--- config.mk ---
export PLATFORM = sky130hd
export DESIGN_NAME = name_suite_ren_issue_flat
export DESIGN_NICKNAME = d
export VERILOG_FILES = /design/src/rtl/name_suite_ren_issue_pkg.sv /design/src/rtl/name_suite_ren_issue_if.sv /design/src/rtl/name_suite_ren_fifo.sv /design/src/rtl/name_suite_ren_issue.sv /design/src/flat_wrapper.sv
export SDC_FILE = /design/constraint.sdc
export NUM_CORES = 1
export LEC_CHECK = 0
export CAP_MARGIN = 5
export CORE_MARGIN = 5
export CORE_UTILIZATION = 55
export DETAILED_ROUTE_END_ITERATION = 6
export GPL_TIMING_DRIVEN = 0
export MAX_ROUTING_LAYER = met4
export PLACE_DENSITY_LB_ADDON = 0.15
export SLEW_MARGIN = 20
export SYNTH_ARGS = -nofsm -noshare
export SYNTH_HDL_FRONTEND = slang
export SYNTH_SLANG_ARGS = --single-unit
export TNS_END_PERCENT = 50
--- constraint.sdc ---
create_clock -name clk -period 3.5 [get_ports clk]
set_input_delay 0.525 -clock clk [delete_from_list [all_inputs] [get_ports clk]]
set_output_delay 0.525 -clock clk [all_outputs]
set_load 0.02 [all_outputs]
--- src/rtl/name_suite_ren_issue_pkg.sv ---
// Shared constants and state encoding for the read-enable issue stage.
package name_suite_ren_issue_pkg;

  localparam int unsigned DEPTH_DEF   = 4;
  localparam int unsigned ADDR_W_DEF  = 8;
  localparam int unsigned MAX_OUT_DEF = 4;
  localparam int unsigned CNT_W       = 4;

  typedef enum logic [1:0] {
    ST_IDLE  = 2'd0,
    ST_RUN   = 2'd1,
    ST_STALL = 2'd2
  } state_t;

endpackage

--- src/rtl/name_suite_ren_issue_if.sv ---
// Request/issue/ack bundle between a requester and the read-enable issue stage.
interface name_suite_ren_issue_if
  import name_suite_ren_issue_pkg::*;
#(
  parameter int unsigned ADDR_W = ADDR_W_DEF
);

  logic              io_req_valid;
  logic              io_req_ready;
  logic [ADDR_W-1:0] io_req_addr;
  logic              io_flush;
  logic              io_ack;
  logic              io_out_ren;
  logic [ADDR_W-1:0] io_out_addr;
  logic [CNT_W-1:0]  io_outstanding;
  logic              io_busy;
  logic              io_err;

  modport master (
    output io_req_valid, io_req_addr, io_flush, io_ack,
    input  io_req_ready, io_out_ren, io_out_addr, io_outstanding, io_busy, io_err
  );

  modport slave (
    input  io_req_valid, io_req_addr, io_flush, io_ack,
    output io_req_ready, io_out_ren, io_out_addr, io_outstanding, io_busy, io_err
  );

endinterface

--- src/rtl/name_suite_ren_fifo.sv ---
// Request address FIFO with flush; extra pointer bit separates full from empty.
module name_suite_ren_fifo #(
  parameter int unsigned DEPTH  = 4,
  parameter int unsigned ADDR_W = 8
) (
  input  logic              clk,
  input  logic              reset,
  input  logic              push,
  input  logic [ADDR_W-1:0] push_data,
  input  logic              pop,
  input  logic              flush,
  output logic [ADDR_W-1:0] head,
  output logic              full,
  output logic              empty,
  output logic              empty_nxt_c
);

  localparam int unsigned PTR_W = $clog2(DEPTH);
  localparam logic [PTR_W:0] PTR_ONE = (PTR_W+1)'(1);

  logic [ADDR_W-1:0] mem [DEPTH];
  logic [PTR_W:0]    wr_ptr, rd_ptr;
  logic [PTR_W:0]    wr_nxt, rd_nxt;
  logic              do_push;

  assign do_push = push && !full && !flush;

  // Flush wins over push and pop in the same cycle.
  always_comb begin
    wr_nxt = wr_ptr;
    rd_nxt = rd_ptr;
    if (flush) begin
      wr_nxt = '0;
      rd_nxt = '0;
    end else begin
      if (do_push)         wr_nxt = wr_ptr + PTR_ONE;
      if (pop && !empty)   rd_nxt = rd_ptr + PTR_ONE;
    end
  end

  always_ff @(posedge clk) begin
    if (reset) begin
      wr_ptr <= '0;
      rd_ptr <= '0;
    end else begin
      wr_ptr <= wr_nxt;
      rd_ptr <= rd_nxt;
    end
  end

  always_ff @(posedge clk) begin
    if (do_push) mem[wr_ptr[PTR_W-1:0]] <= push_data;
  end

  assign head        = mem[rd_ptr[PTR_W-1:0]];
  assign empty       = (wr_ptr == rd_ptr);
  assign full        = (wr_ptr[PTR_W] != rd_ptr[PTR_W]) &&
                       (wr_ptr[PTR_W-1:0] == rd_ptr[PTR_W-1:0]);
  assign empty_nxt_c = (wr_nxt == rd_nxt);

endmodule

--- src/rtl/name_suite_ren_issue.sv ---
// Issue stage: queues read requests, emits one ren pulse per request, and
// throttles in-flight reads with an ack-driven credit counter.
module name_suite_ren_issue
  import name_suite_ren_issue_pkg::*;
#(
  parameter int unsigned DEPTH   = DEPTH_DEF,
  parameter int unsigned ADDR_W  = ADDR_W_DEF,
  parameter int unsigned MAX_OUT = MAX_OUT_DEF
) (
  input logic                    clk,
  input logic                    reset,
  name_suite_ren_issue_if.slave  bus
);

  localparam logic [CNT_W-1:0] MAX_CNT = CNT_W'(MAX_OUT);
  localparam logic [CNT_W-1:0] CNT_ONE = CNT_W'(1);

  state_t            state, state_nxt;
  logic [CNT_W-1:0]  count, count_nxt;
  logic              err, err_nxt;
  logic              issue_c;
  logic              push_c;
  logic [ADDR_W-1:0] head;
  logic              full, empty, empty_nxt_c;

  name_suite_ren_fifo #(
    .DEPTH  (DEPTH),
    .ADDR_W (ADDR_W)
  ) u_fifo (
    .clk         (clk),
    .reset       (reset),
    .push        (push_c),
    .push_data   (bus.io_req_addr),
    .pop         (issue_c),
    .flush       (bus.io_flush),
    .head        (head),
    .full        (full),
    .empty       (empty),
    .empty_nxt_c (empty_nxt_c)
  );

  // Issue depends only on registered state, so the pulse never follows an input combinationally.
  assign issue_c = (state == ST_RUN) && !empty && (count < MAX_CNT);
  assign push_c  = bus.io_req_valid && !full && !bus.io_flush;

  always_comb begin
    count_nxt = count;
    err_nxt   = err;
    if (bus.io_ack && (count == '0)) err_nxt = 1'b1;
    unique case ({issue_c, bus.io_ack})
      2'b10:   count_nxt = count + CNT_ONE;
      2'b01:   count_nxt = (count == '0) ? '0 : count - CNT_ONE;
      default: count_nxt = count;
    endcase
  end

  always_ff @(posedge clk) begin
    if (reset) begin
      count <= '0;
      err   <= 1'b0;
    end else begin
      count <= count_nxt;
      err   <= err_nxt;
    end
  end

  always_ff @(posedge clk) begin
    if (reset) state <= ST_IDLE;
    else       state <= state_nxt;
  end

  // Transitions look at post-edge FIFO occupancy and credit count.
  always_comb begin
    state_nxt = state;
    unique case (state)
      ST_IDLE: begin
        if (!empty_nxt_c) state_nxt = ST_RUN;
      end
      ST_RUN: begin
        if (empty_nxt_c)                 state_nxt = ST_IDLE;
        else if (count_nxt == MAX_CNT)   state_nxt = ST_STALL;
      end
      ST_STALL: begin
        if (empty_nxt_c)                 state_nxt = ST_IDLE;
        else if (count_nxt < MAX_CNT)    state_nxt = ST_RUN;
      end
      default: state_nxt = ST_IDLE;
    endcase
  end

  assign bus.io_req_ready   = !full;
  assign bus.io_out_ren     = issue_c;
  assign bus.io_out_addr    = issue_c ? head : '0;
  assign bus.io_outstanding = count;
  assign bus.io_busy        = !empty || (count != '0);
  assign bus.io_err         = err;

endmodule

--- src/flat_wrapper.sv ---
// flat-port wrapper written by rule: the top's interface ports become plain ports
module name_suite_ren_issue_flat import name_suite_ren_issue_pkg::*;
#(
  parameter int unsigned DEPTH   = DEPTH_DEF,
  parameter int unsigned ADDR_W  = ADDR_W_DEF,
  parameter int unsigned MAX_OUT = MAX_OUT_DEF
)
  (clk, reset, bus_io_req_valid, bus_io_req_addr, bus_io_flush, bus_io_ack, bus_io_req_ready, bus_io_out_ren, bus_io_out_addr, bus_io_outstanding, bus_io_busy, bus_io_err);
  name_suite_ren_issue_if #(.ADDR_W(ADDR_W)) bus_i ();
  input logic clk;
  input logic reset;
  input wire logic [$bits(bus_i.io_req_valid)-1:0] bus_io_req_valid;
  input wire logic [$bits(bus_i.io_req_addr)-1:0] bus_io_req_addr;
  input wire logic [$bits(bus_i.io_flush)-1:0] bus_io_flush;
  input wire logic [$bits(bus_i.io_ack)-1:0] bus_io_ack;
  output wire logic [$bits(bus_i.io_req_ready)-1:0] bus_io_req_ready;
  output wire logic [$bits(bus_i.io_out_ren)-1:0] bus_io_out_ren;
  output wire logic [$bits(bus_i.io_out_addr)-1:0] bus_io_out_addr;
  output wire logic [$bits(bus_i.io_outstanding)-1:0] bus_io_outstanding;
  output wire logic [$bits(bus_i.io_busy)-1:0] bus_io_busy;
  output wire logic [$bits(bus_i.io_err)-1:0] bus_io_err;
  assign bus_i.io_req_valid = bus_io_req_valid;
  assign bus_i.io_req_addr = bus_io_req_addr;
  assign bus_i.io_flush = bus_io_flush;
  assign bus_i.io_ack = bus_io_ack;
  assign bus_io_req_ready = bus_i.io_req_ready;
  assign bus_io_out_ren = bus_i.io_out_ren;
  assign bus_io_out_addr = bus_i.io_out_addr;
  assign bus_io_outstanding = bus_i.io_outstanding;
  assign bus_io_busy = bus_i.io_busy;
  assign bus_io_err = bus_i.io_err;
  name_suite_ren_issue #(.DEPTH(DEPTH), .ADDR_W(ADDR_W), .MAX_OUT(MAX_OUT)) u_core (.clk(clk), .reset(reset), .bus(bus_i));
endmodule
==> metrics.txt <==
status=finished, final reports clean; crit path capture type=flip-flop; Post-synth EDFFs=32; area of the multi-input gates=1080 µm²; # setup viols final=0; adder-cell share of the synthesized area=4.79%; clk_skew=0.00780 ns; relative slew slack=60.9%; top cell type's share of synthesized area=40.9%; Worst Setup Start Kind=flip-flop; post-DP HPWL=3400 µm; Worst Path Arrival=3.42 ns; non-filler cells, final=271; min cycle time layout=3.23 ns; Hold Crit Start=u_core.bus.io_err; period utilization=92.3%; Clock Latency Late Sink=0.30 ns; mean post-synth cell area=12.7 µm²; first-pass iteration count of the detailed router=4; Sink Count=45; Synth Warn #=0; # hold bufs at CTS=0; num ports=29; vias per std cell=6.00; register area=1220 µm²; reg2reg setup slack=0.27 ns; TritonCTS clock tree=yes; Tot GR Track Use=19.2%; filler cell count=305; Worst VDD drop=0.301 mV; Fin. Hold Viols=0; sequential share of the synthesized area=51.9%; Wirelength per Cell=17.5 µm; Synth Area in XOR/XNOR=3.30%; Final #Nets=242; Die W=75.4 µm; maximum clock path buffer count=2; GPL Wtd Cong=0.985; Layout area overhead=19.5%; GRT met3 Usage=3.83%; Synth Flop Type=edfxtp_1; Setup Buffers After CTS=0; routed vias=1626; most common cell after layout, fill and taps aside=edfxtp_1; die footprint=5680 µm²; First DRT Iteration DRCs=97; num rows=23; largest net degree at the start of global routing=16; Pwr Total=0.994 mW; Worst setup startpoint=u_core.u_fifo.rd_ptr[1]; worst hold path type=flip-flop to flip-flop; Core Box Area=4090 µm²; CTS buffer count=5; vias in the first global route=1666; syn nets=207; largest area contributor in the netlist=edfxtp_1; busiest grt layer=met2; WL final=4750 µm; final-report max-slew violation count=0; placed cells=263; CP required=3.69 ns; gr ovfl total=0; power per cell area=354 nW/µm²; Crit Path Category=flip-flop to flip-flop; PortBufs=28; Starting Density=57.5%; mux contribution to synthesized area=8.57%; initial antenna violation count=0; largest family of logic cells by synthesized area=simple AND/OR/NAND/NOR gates; post-CTS sizing=2; Synth area leaders=edfxtp_1 (41%), dfxtp_1 (11%), mux4_2 (7.7%), ha_1 (4.8%), nor2b_1 (4.3%); fmax=310 MHz; diode count=0; Compound-Gate Fraction of Synth Area=10.2%; worst slew pin tran=0.585 ns; Post-Synth Simple-Gate Area=18.1%; number of routed nets with antenna violations=0; most frequent cells in the layout=edfxtp_1 (32), clkdlybuf4s50_1 (28), nor2b_1 (16); M1 GR Usage=23.2%; Synth Register Bits=45; RSZ-0062 raised after global routing=false; worst r2r src=u_core.u_fifo.rd_ptr[1]; clk root buf=clkbuf_8; GR Layer Usage met2=31.7%; Netlist cell types=52; Clock transition at path regs=0.08 ns; htree depth=2; Die Ht=75.4 µm; Cell Area, Synth=2350 µm²; # DRC=0; Static Leak=0.971 nW; first-pass GRT wire length=7890 µm; Synth async-reset ratio=0%; layout cells sized above 1=13.1%; CP Max Fanout=10; MaxCap Viol Count=0; Post-Synthesis Cells=185
critical path, stage by stage (launching register included):
cell and delay (ns):
dfxtp_1 0.37, buf_6 0.18, xnor2_2 0.27, nand2_2 0.17
o21ai_4 0.37, ha_1 0.30, clkbuf_1 0.20, nor2b_1 0.19
or3b_1 0.38, nand4_1 0.11, nor4_1 0.07, o21ai_0 0.16
nor4bb_1 0.35
where the power goes:
| part | total, mW | internal (mW) | switching (mW) |
|---|---|---|---|
| clock network | 0.320 | 0.142 | 0.178 |
| logic | 0.0900 | 0.0423 | 0.0477 |
| registers | 0.584 | 0.579 | 0.00565 |
cells by family (layout without fill, tap and decap cells):
family                     after synthesis  in the layout
adders and majority gates                9              9
muxes                                   10             10
and+or+nand+nor                         68             68
xor gates and xnor gates                 8              8
buffers and inverters                   15             51
DFF                                     45             45
AOI/OAI and AO/OA                       30             30
cell usage after synthesis (5+ instances only):
master	count
dfxtp_1	13
ha_1	9
nand3_1	5
and3_1	5
nor2b_1	16
edfxtp_1	32
nor2_1	11
inv_1	9
nand2_1	7
nand4_1	5
a21oi_1	7
mux4_2	8
worst paths after layout:
kind                             to  cells after the start
setup / recovery    u_core.state[0]                     12
setup reg to reg    u_core.state[0]                     12
hold reg to reg   u_core.bus.io_err                      2
hold / removal    u_core.bus.io_err                      2
routing by layer:
metal / up-vias / wire length (µm)
met5: - / 0
met4: 0 / 126
met3: 12 / 339
met2: 58 / 2350
met1: 772 / 1940
li1: 784 / -
registers in the layout (all words and copies together), names as in the netlist:
name,cells
u_core.u_fifo.wr_ptr,3
u_core.bus.io_err,1
u_core.u_fifo.mem,32
u_core.bus.io_outstanding,4
u_core.state,2
u_core.u_fifo.rd_ptr,3
final cells by class:
cell class / count / area share [%]
Sequential cell: 45 / 43.5
Multi-Input combinational cell: 125 / 38.6
Timing Repair Buffer: 28 / 9.97
Clock buffer: 5 / 2.45
Tap cell: 50 / 2.23
Buffer: 6 / 1.38
Inverter: 9 / 1.20
Clock inverter: 3 / 0.757
stage by stage:
| stage | instance area, µm² | hold slack, ns | TNS [ns] | setup WS, ns | utilization (%) |
|---|---|---|---|---|---|
| 3_5_place_dp | 2690 | 0.476 | -0.461 | -0.277 | 65.9 |
| 5_1_grt | 2810 | 0.532 | 0 | 0.0629 | 68.8 |
| 6_report | 2810 | 0.503 | 0 | 0.270 | 68.8 |
| 3_3_place_gp | 2690 | 0.466 | -0.0193 | -0.0193 | 65.9 |
| 2_1_floorplan | 2350 | 0.567 | 0 | 0.514 | - |
| 4_1_cts | 2800 | 0.496 | 0 | 0.0753 | 68.4 |
(Power assumes the default switching activity.)
